$ cat config.mk
export PLATFORM = sky130hd
export DESIGN_NAME = ct_rtu_oldest_iid_track
export DESIGN_NICKNAME = d
export VERILOG_FILES = /design/src/rtl/ct_rtu_iid_pkg.sv /design/src/rtl/ct_rtu_iid_cmp_node.sv /design/src/rtl/ct_rtu_oldest_iid_track.sv
export SDC_FILE = /design/constraint.sdc
export NUM_CORES = 1
export LEC_CHECK = 0
export BUFFER_PORTS_ARGS = -buffer_cell sky130_fd_sc_hd__buf_2
export CORE_ASPECT_RATIO = 1.2
export CORE_MARGIN = 2
export CORE_UTILIZATION = 50
export CTS_CLUSTER_SIZE = 16
export DETAILED_ROUTE_END_ITERATION = 16
export PLACE_DENSITY = 0.81
export RECOVER_POWER = 25
export SETUP_SLACK_MARGIN = 0.4
export SLEW_MARGIN = 20
export SYNTH_ARGS = -nofsm -noshare
export SYNTH_HDL_FRONTEND = slang
export SYNTH_SLANG_ARGS = --single-unit
$ cat constraint.sdc
create_clock -name forever_cpuclk -period 8 [get_ports forever_cpuclk]
set_input_delay 1.6 -clock forever_cpuclk [delete_from_list [all_inputs] [get_ports forever_cpuclk]]
set_output_delay 1.6 -clock forever_cpuclk [all_outputs]
set_load 0.02 [all_outputs]
$ cat src/rtl/ct_rtu_iid_pkg.sv
// Shared IID age helpers for the RTU oldest-entry trackers.
// The wrap-aware age compare lives here so the tree nodes and the held-entry
// merge use one definition.
package ct_rtu_iid_pkg;

    localparam int IID_W_DEF  = 7;
    localparam int INFO_W_DEF = 8;
    localparam int CH_W_DEF   = 2;

    // Candidate record at the default configuration (7-bit IID, 8-bit payload, 4 channels).
    typedef struct packed {
        logic                  vld;
        logic [IID_W_DEF-1:0]  iid;
        logic [INFO_W_DEF-1:0] info;
        logic [CH_W_DEF-1:0]   ch;
    } cand_t;

    // True when a is strictly older than b for a w-bit IID whose MSB is the wrap bit.
    // Equal MSBs: smaller low part is older. Differing MSBs: the older entry is on
    // the previous lap, so the larger low part is older.
    function automatic logic iid_older(input logic [31:0] a, input logic [31:0] b, input int w);
        logic [31:0] mask;
        logic        ma;
        logic        mb;
        mask = (32'd1 << (w - 1)) - 32'd1;
        ma   = ((a >> (w - 1)) & 32'd1) != 32'd0;
        mb   = ((b >> (w - 1)) & 32'd1) != 32'd0;
        if (ma == mb) begin
            return (a & mask) < (b & mask);
        end
        return (a & mask) > (b & mask);
    endfunction

endpackage

$ cat src/rtl/ct_rtu_iid_cmp_node.sv
// Two-input node of the oldest-candidate selection tree.
// Invalid inputs lose to valid ones; equal IIDs resolve to the lower channel
// number, which keeps the tie rule correct even when the tree is unbalanced.
module ct_rtu_iid_cmp_node
    import ct_rtu_iid_pkg::*;
#(
    parameter int IID_W  = IID_W_DEF,
    parameter int INFO_W = INFO_W_DEF,
    parameter int CH_W   = CH_W_DEF
) (
    input  logic              a_vld,
    input  logic [IID_W-1:0]  a_iid,
    input  logic [INFO_W-1:0] a_info,
    input  logic [CH_W-1:0]   a_ch,
    input  logic              b_vld,
    input  logic [IID_W-1:0]  b_iid,
    input  logic [INFO_W-1:0] b_info,
    input  logic [CH_W-1:0]   b_ch,
    output logic              y_vld,
    output logic [IID_W-1:0]  y_iid,
    output logic [INFO_W-1:0] y_info,
    output logic [CH_W-1:0]   y_ch
);

    logic b_wins;

    // b only wins when it is valid and either a is empty, b is older, or it ties from a lower channel
    always_comb begin
        b_wins = b_vld && (!a_vld
                           || iid_older(32'(b_iid), 32'(a_iid), IID_W)
                           || ((b_iid == a_iid) && (b_ch < a_ch)));
        y_vld  = a_vld | b_vld;
        y_iid  = b_wins ? b_iid  : a_iid;
        y_info = b_wins ? b_info : a_info;
        y_ch   = b_wins ? b_ch   : a_ch;
    end

endmodule

$ cat src/rtl/ct_rtu_oldest_iid_track.sv
// Tracks the oldest pending (IID, payload) across NUM_CH candidate channels.
// A comparator tree picks the oldest valid candidate each cycle; the winner is
// merged into a single held entry that lives until retired or flushed.
// Optional macro CT_RTU_OLDEST_IID_PIPE_EN registers the tree output before the
// merge (2-cycle latency); without it the merge is fed combinationally.
module ct_rtu_oldest_iid_track
    import ct_rtu_iid_pkg::*;
#(
    parameter  int IID_W  = IID_W_DEF,
    parameter  int NUM_CH = 4,
    parameter  int INFO_W = INFO_W_DEF,
    localparam int CH_W   = (NUM_CH > 1) ? $clog2(NUM_CH) : 1
) (
    input  logic                     forever_cpuclk,
    input  logic                     cpurst,
    input  logic [NUM_CH-1:0]        x_vld,
    input  logic [NUM_CH*IID_W-1:0]  x_iid,
    input  logic [NUM_CH*INFO_W-1:0] x_info,
    input  logic                     rtu_flush,
    input  logic                     rtu_retire_vld,
    input  logic [IID_W-1:0]         rtu_retire_iid,
    output logic                     oldest_vld,
    output logic [IID_W-1:0]         oldest_iid,
    output logic [INFO_W-1:0]        oldest_info,
    output logic [CH_W-1:0]          oldest_ch
);

    // Heap-ordered tree: node i has children 2i+1 and 2i+2; leaves start at NUM_CH-1.
    localparam int NODES = 2 * NUM_CH - 1;

    logic              t_vld  [NODES];
    logic [IID_W-1:0]  t_iid  [NODES];
    logic [INFO_W-1:0] t_info [NODES];
    logic [CH_W-1:0]   t_ch   [NODES];

    for (genvar k = 0; k < NUM_CH; k++) begin : g_leaf
        assign t_vld[NUM_CH-1+k]  = x_vld[k];
        assign t_iid[NUM_CH-1+k]  = x_iid[k*IID_W +: IID_W];
        assign t_info[NUM_CH-1+k] = x_info[k*INFO_W +: INFO_W];
        assign t_ch[NUM_CH-1+k]   = CH_W'(k);
    end

    for (genvar i = 0; i < NUM_CH - 1; i++) begin : g_node
        ct_rtu_iid_cmp_node #(
            .IID_W  (IID_W),
            .INFO_W (INFO_W),
            .CH_W   (CH_W)
        ) u_node (
            .a_vld  (t_vld[2*i+1]),
            .a_iid  (t_iid[2*i+1]),
            .a_info (t_info[2*i+1]),
            .a_ch   (t_ch[2*i+1]),
            .b_vld  (t_vld[2*i+2]),
            .b_iid  (t_iid[2*i+2]),
            .b_info (t_info[2*i+2]),
            .b_ch   (t_ch[2*i+2]),
            .y_vld  (t_vld[i]),
            .y_iid  (t_iid[i]),
            .y_info (t_info[i]),
            .y_ch   (t_ch[i])
        );
    end

    // Candidate presented to the merge
    logic              m_vld;
    logic [IID_W-1:0]  m_iid;
    logic [INFO_W-1:0] m_info;
    logic [CH_W-1:0]   m_ch;

`ifdef CT_RTU_OLDEST_IID_PIPE_EN
    logic              stg_vld_q;
    logic [IID_W-1:0]  stg_iid_q;
    logic [INFO_W-1:0] stg_info_q;
    logic [CH_W-1:0]   stg_ch_q;

    // Stage the tree winner; a flush empties the stage so nothing in flight survives it
    always_ff @(posedge forever_cpuclk) begin
        if (cpurst) begin
            stg_vld_q  <= 1'b0;
            stg_iid_q  <= '0;
            stg_info_q <= '0;
            stg_ch_q   <= '0;
        end else begin
            stg_vld_q  <= t_vld[0] && !rtu_flush;
            stg_iid_q  <= t_iid[0];
            stg_info_q <= t_info[0];
            stg_ch_q   <= t_ch[0];
        end
    end

    assign m_vld  = stg_vld_q;
    assign m_iid  = stg_iid_q;
    assign m_info = stg_info_q;
    assign m_ch   = stg_ch_q;
`else
    assign m_vld  = t_vld[0];
    assign m_iid  = t_iid[0];
    assign m_info = t_info[0];
    assign m_ch   = t_ch[0];
`endif

    logic              oldest_vld_q,  oldest_vld_d;
    logic [IID_W-1:0]  oldest_iid_q,  oldest_iid_d;
    logic [INFO_W-1:0] oldest_info_q, oldest_info_d;
    logic [CH_W-1:0]   oldest_ch_q,   oldest_ch_d;
    logic              held_live;
    logic              take;

    // Merge: a matching retire empties the held entry before the candidate is considered
    always_comb begin
        held_live     = oldest_vld_q && !(rtu_retire_vld && (rtu_retire_iid == oldest_iid_q));
        take          = m_vld && (!held_live || iid_older(32'(m_iid), 32'(oldest_iid_q), IID_W));
        oldest_vld_d  = held_live;
        oldest_iid_d  = oldest_iid_q;
        oldest_info_d = oldest_info_q;
        oldest_ch_d   = oldest_ch_q;
        if (rtu_flush) begin
            oldest_vld_d = 1'b0;
        end else if (take) begin
            oldest_vld_d  = 1'b1;
            oldest_iid_d  = m_iid;
            oldest_info_d = m_info;
            oldest_ch_d   = m_ch;
        end
    end

    // Held oldest entry
    always_ff @(posedge forever_cpuclk) begin
        if (cpurst) begin
            oldest_vld_q  <= 1'b0;
            oldest_iid_q  <= '0;
            oldest_info_q <= '0;
            oldest_ch_q   <= '0;
        end else begin
            oldest_vld_q  <= oldest_vld_d;
            oldest_iid_q  <= oldest_iid_d;
            oldest_info_q <= oldest_info_d;
            oldest_ch_q   <= oldest_ch_d;
        end
    end

    assign oldest_vld  = oldest_vld_q;
    assign oldest_iid  = oldest_iid_q;
    assign oldest_info = oldest_info_q;
    assign oldest_ch   = oldest_ch_q;

endmodule

==> out/metrics.yaml <==
place:
  dp.cells: 460
  place_area_sq_mm: 0.00300
  post-dp-hpwl_um: 5880
  portBuffers: 92
  place_congestion: 0.953
finish:
  finalNonFillerCells: 464
  insertedDiodeCount: 0
  multi_input_area_sq_mm: 0.00200
  layout_common_cells: "buf_2, inv_1, ha_1"
  drive_above_1_share: 0.277
  regArea_sq_um: 360
  layout_commonest_cell: "buf_2"
  fin_area_sq_mm: 0.00307
  area_growth_pct: 21.6
  final_nets: 504
  nFillCells: 465
power:
  ir_drop_uv: 85.3
  power.density_mw_per_mm2: 166
  p_leak_nw: 1.45
sta:
  period_minus_slack_ns: 7.18
  final.period_utilization: 0.898
  timing.fmax_mhz: 139
  worst_slew_pin_slew_ns: 0.756
  setup_viol: 0
  skew_ns: 0.00748
  hold_viol_final: 0
  relSlewSlack: 0.494
  setup_tns_ns: 0
  rsz0062_at_grt: "false"
  drv_slew: 0
cts:
  clkSlewWorstSetupHoldPaths_ns: 0.07
  cts_sinks: 18
  cts.path.max_buffers: 2
  tritoncts: "yes"
  root_buffer: "clkbuf_8"
  hold_buffers: 0
  cts_inserted_buffers: 3
  htreeDepth: 1
  insertion_delay_ns: 0.25
floorplan:
  die_w_um: 68.9
  num_io_pins: 93
  rows: 28
  initial_utilization: 0.515
  die_h_um: 81.8
  die-area_sq_mm: 0.00564
  core_area_sq_mm: 0.00490
setup_path:
  cp_top_family: "simple AND/OR/NAND/NOR gates"
  critPathMaxStageDelay_ns: 0.58
  reg2reg_from: "oldest_iid[3]"
  crit_slowest_cell: "or4_4"
  cp_num_buf_inv: 5
  setup.worst_path.end_class: "flop"
  cp-start-kind: "input port"
  crit_fanout: 19
  required_ns: 8.18
  arrival_ns: 7.37
  critical_path_class: "input port to flop"
  cp-startpoint: "x_iid[19]"
route:
  routed_wl_um: 7340
  drc: 0
  drt_iter0_drc: 195
  antenna_left: 0
  drt-pass1-iter-count: 4
  num_vias: 2882
  wl_per_cell_um: 15.8
  via_per_inst: 6.21
synthesis:
  syn_inst: 320
  synth.area.top_cells: "dfxtp_1, ha_1, mux2i_1"
  ys_seq_elements: 18
  synth_nets: 419
  yosysSeqAreaShare: 0.143
  synth_warnings: 0
  async_flop_share: 0
  synth.largest_area_cell: "dfxtp_1"
  synthFlopType: "dfxtp_1"
  synth_top_area_share: 0.143
  synth_edf_count: 0
  syn-cell-area_sq_mm: 0.00252
  syn_avg_cell_area_sq_um: 7.89
  yosys.cell_types.count: 59
global_route:
  antenna_found_initial: 0
  grt_pass1_wl_um: 11800
  grt_max_degree: 22
  grt_pass1_vias: 2673
  globalRouteTotalUtil: 0.264
  grt-ovfl-total: 0
flow_run:
  max_cap_violations: 0
worst_hold_path:
  hold_path_class: "flop to flop"
  holdCritStartpoint: "oldest_ch[1]"
status:
  outcome: "complete, no violations"
[per-stage QoR]
| step | worst slack [ns] | hold slack (ns) | util | power (mW) |
|---|---|---|---|---|
| floorplan | 0.905 | 0.533 | - | 0.338 |
| global placement | 0.559 | 0.446 | 0.611 | 0.410 |
| detailed placement | 0.337 | 0.456 | 0.611 | 0.419 |
| CTS | 0.579 | 0.475 | 0.623 | 0.494 |
| global route | 0.454 | 0.517 | 0.626 | 0.549 |
| finish | 0.819 | 0.473 | 0.626 | 0.508 |
[worst reg2reg max path: cells and delay by family (launching register included)]
| kind | cells | cell delay (ns) |
|---|---|---|
| buffers and inverters | 1 | 0.06 |
| DFF | 1 | 0.37 |
| and+or+nand+nor | 1 | 0.34 |
| AOI/OAI and AO/OA | 5 | 1.32 |
| adders and majority gates | 1 | 0.30 |
[layer usage]
layer	up-vias	track usage	part of all wire
met3	22	0.0219	0.049
li1	1407	-	-
met1	1335	0.327	0.41
met2	118	0.473	0.52
met5	-	0	0
met4	0	0.0843	0.025
[state kept, by name (all words and copies together) (netlist names)]
name,count
oldest_info,8
oldest_ch,2
oldest_vld,1
oldest_iid,7
[cells in the mapped netlist, types with 2 or more instances]
| library cell | number |
|---|---|
| o21ai_1 | 7 |
| and2_1 | 13 |
| buf_2 | 4 |
| o31ai_1 | 10 |
| nand4_1 | 5 |
| mux2i_1 | 18 |
| or2_2 | 2 |
| and4_1 | 4 |
| a2111oi_0 | 13 |
| o22ai_1 | 3 |
| inv_1 | 33 |
| a31oi_1 | 5 |
| a211oi_1 | 5 |
| o311ai_1 | 10 |
| dfxtp_1 | 18 |
| mux2_2 | 3 |
| a31o_2 | 2 |
| nor2_1 | 9 |
| or2_1 | 2 |
| nor2b_1 | 4 |
| ha_1 | 24 |
| clkbuf_1 | 7 |
| o21a_1 | 2 |
| and3_1 | 2 |
| xnor2_1 | 9 |
| a21o_1 | 7 |
| o32ai_1 | 5 |
| buf_6 | 2 |
| nor3_1 | 2 |
| nand3_1 | 5 |
| a211o_1 | 2 |
| o21ai_0 | 22 |
| a21oi_1 | 5 |
| o311ai_0 | 5 |
| or3_1 | 4 |
| nand3_2 | 2 |
| nand2_1 | 23 |
[layout make-up]
| cell class | count | share of cell area |
|---|---|---|
| Inverter | 33 | 0.0403 |
| Tap cell | 60 | 0.0244 |
| Timing Repair Buffer | 93 | 0.149 |
| Multi-Input combinational cell | 256 | 0.651 |
| Sequential cell | 18 | 0.117 |
| Clock buffer | 4 | 0.0179 |
[kinds of logic after synthesis]
kind of cell / Yosys count / share of synthesized area
AO/OA/AOI/OAI: 116 / 0.344
XOR/XNOR: 10 / 0.0377
adder cells (fa/ha/maj): 24 / 0.119
buffers and inverters: 46 / 0.0763
flip-flops: 18 / 0.143
multiplexers: 23 / 0.0951
AND/OR/NAND/NOR: 83 / 0.185
[path summary, 6_finish.rpt]
path              endpoint  slack (ns)  depth (start not counted)
max          oldest_iid[5]        0.82                         26
min           oldest_ch[1]        0.47                          2
max reg2reg   oldest_ch[0]        5.51                          8
min reg2reg   oldest_ch[1]        0.47                          2
[repair_timing]
action / in CTS / in global routing
endpoints found under the setup margin: 0 / 17
buffers inserted: 0 / 0
resized for setup: 0 / 4
[where the power goes]
group	leakage (nW)	switching, mW	internal (mW)
Clock	0.0288	0.0306	0.0437
Combinational	1.28	0.186	0.127
Sequential	0.149	0.0146	0.107
No activity file was read; power rests on OpenSTA's default activity.
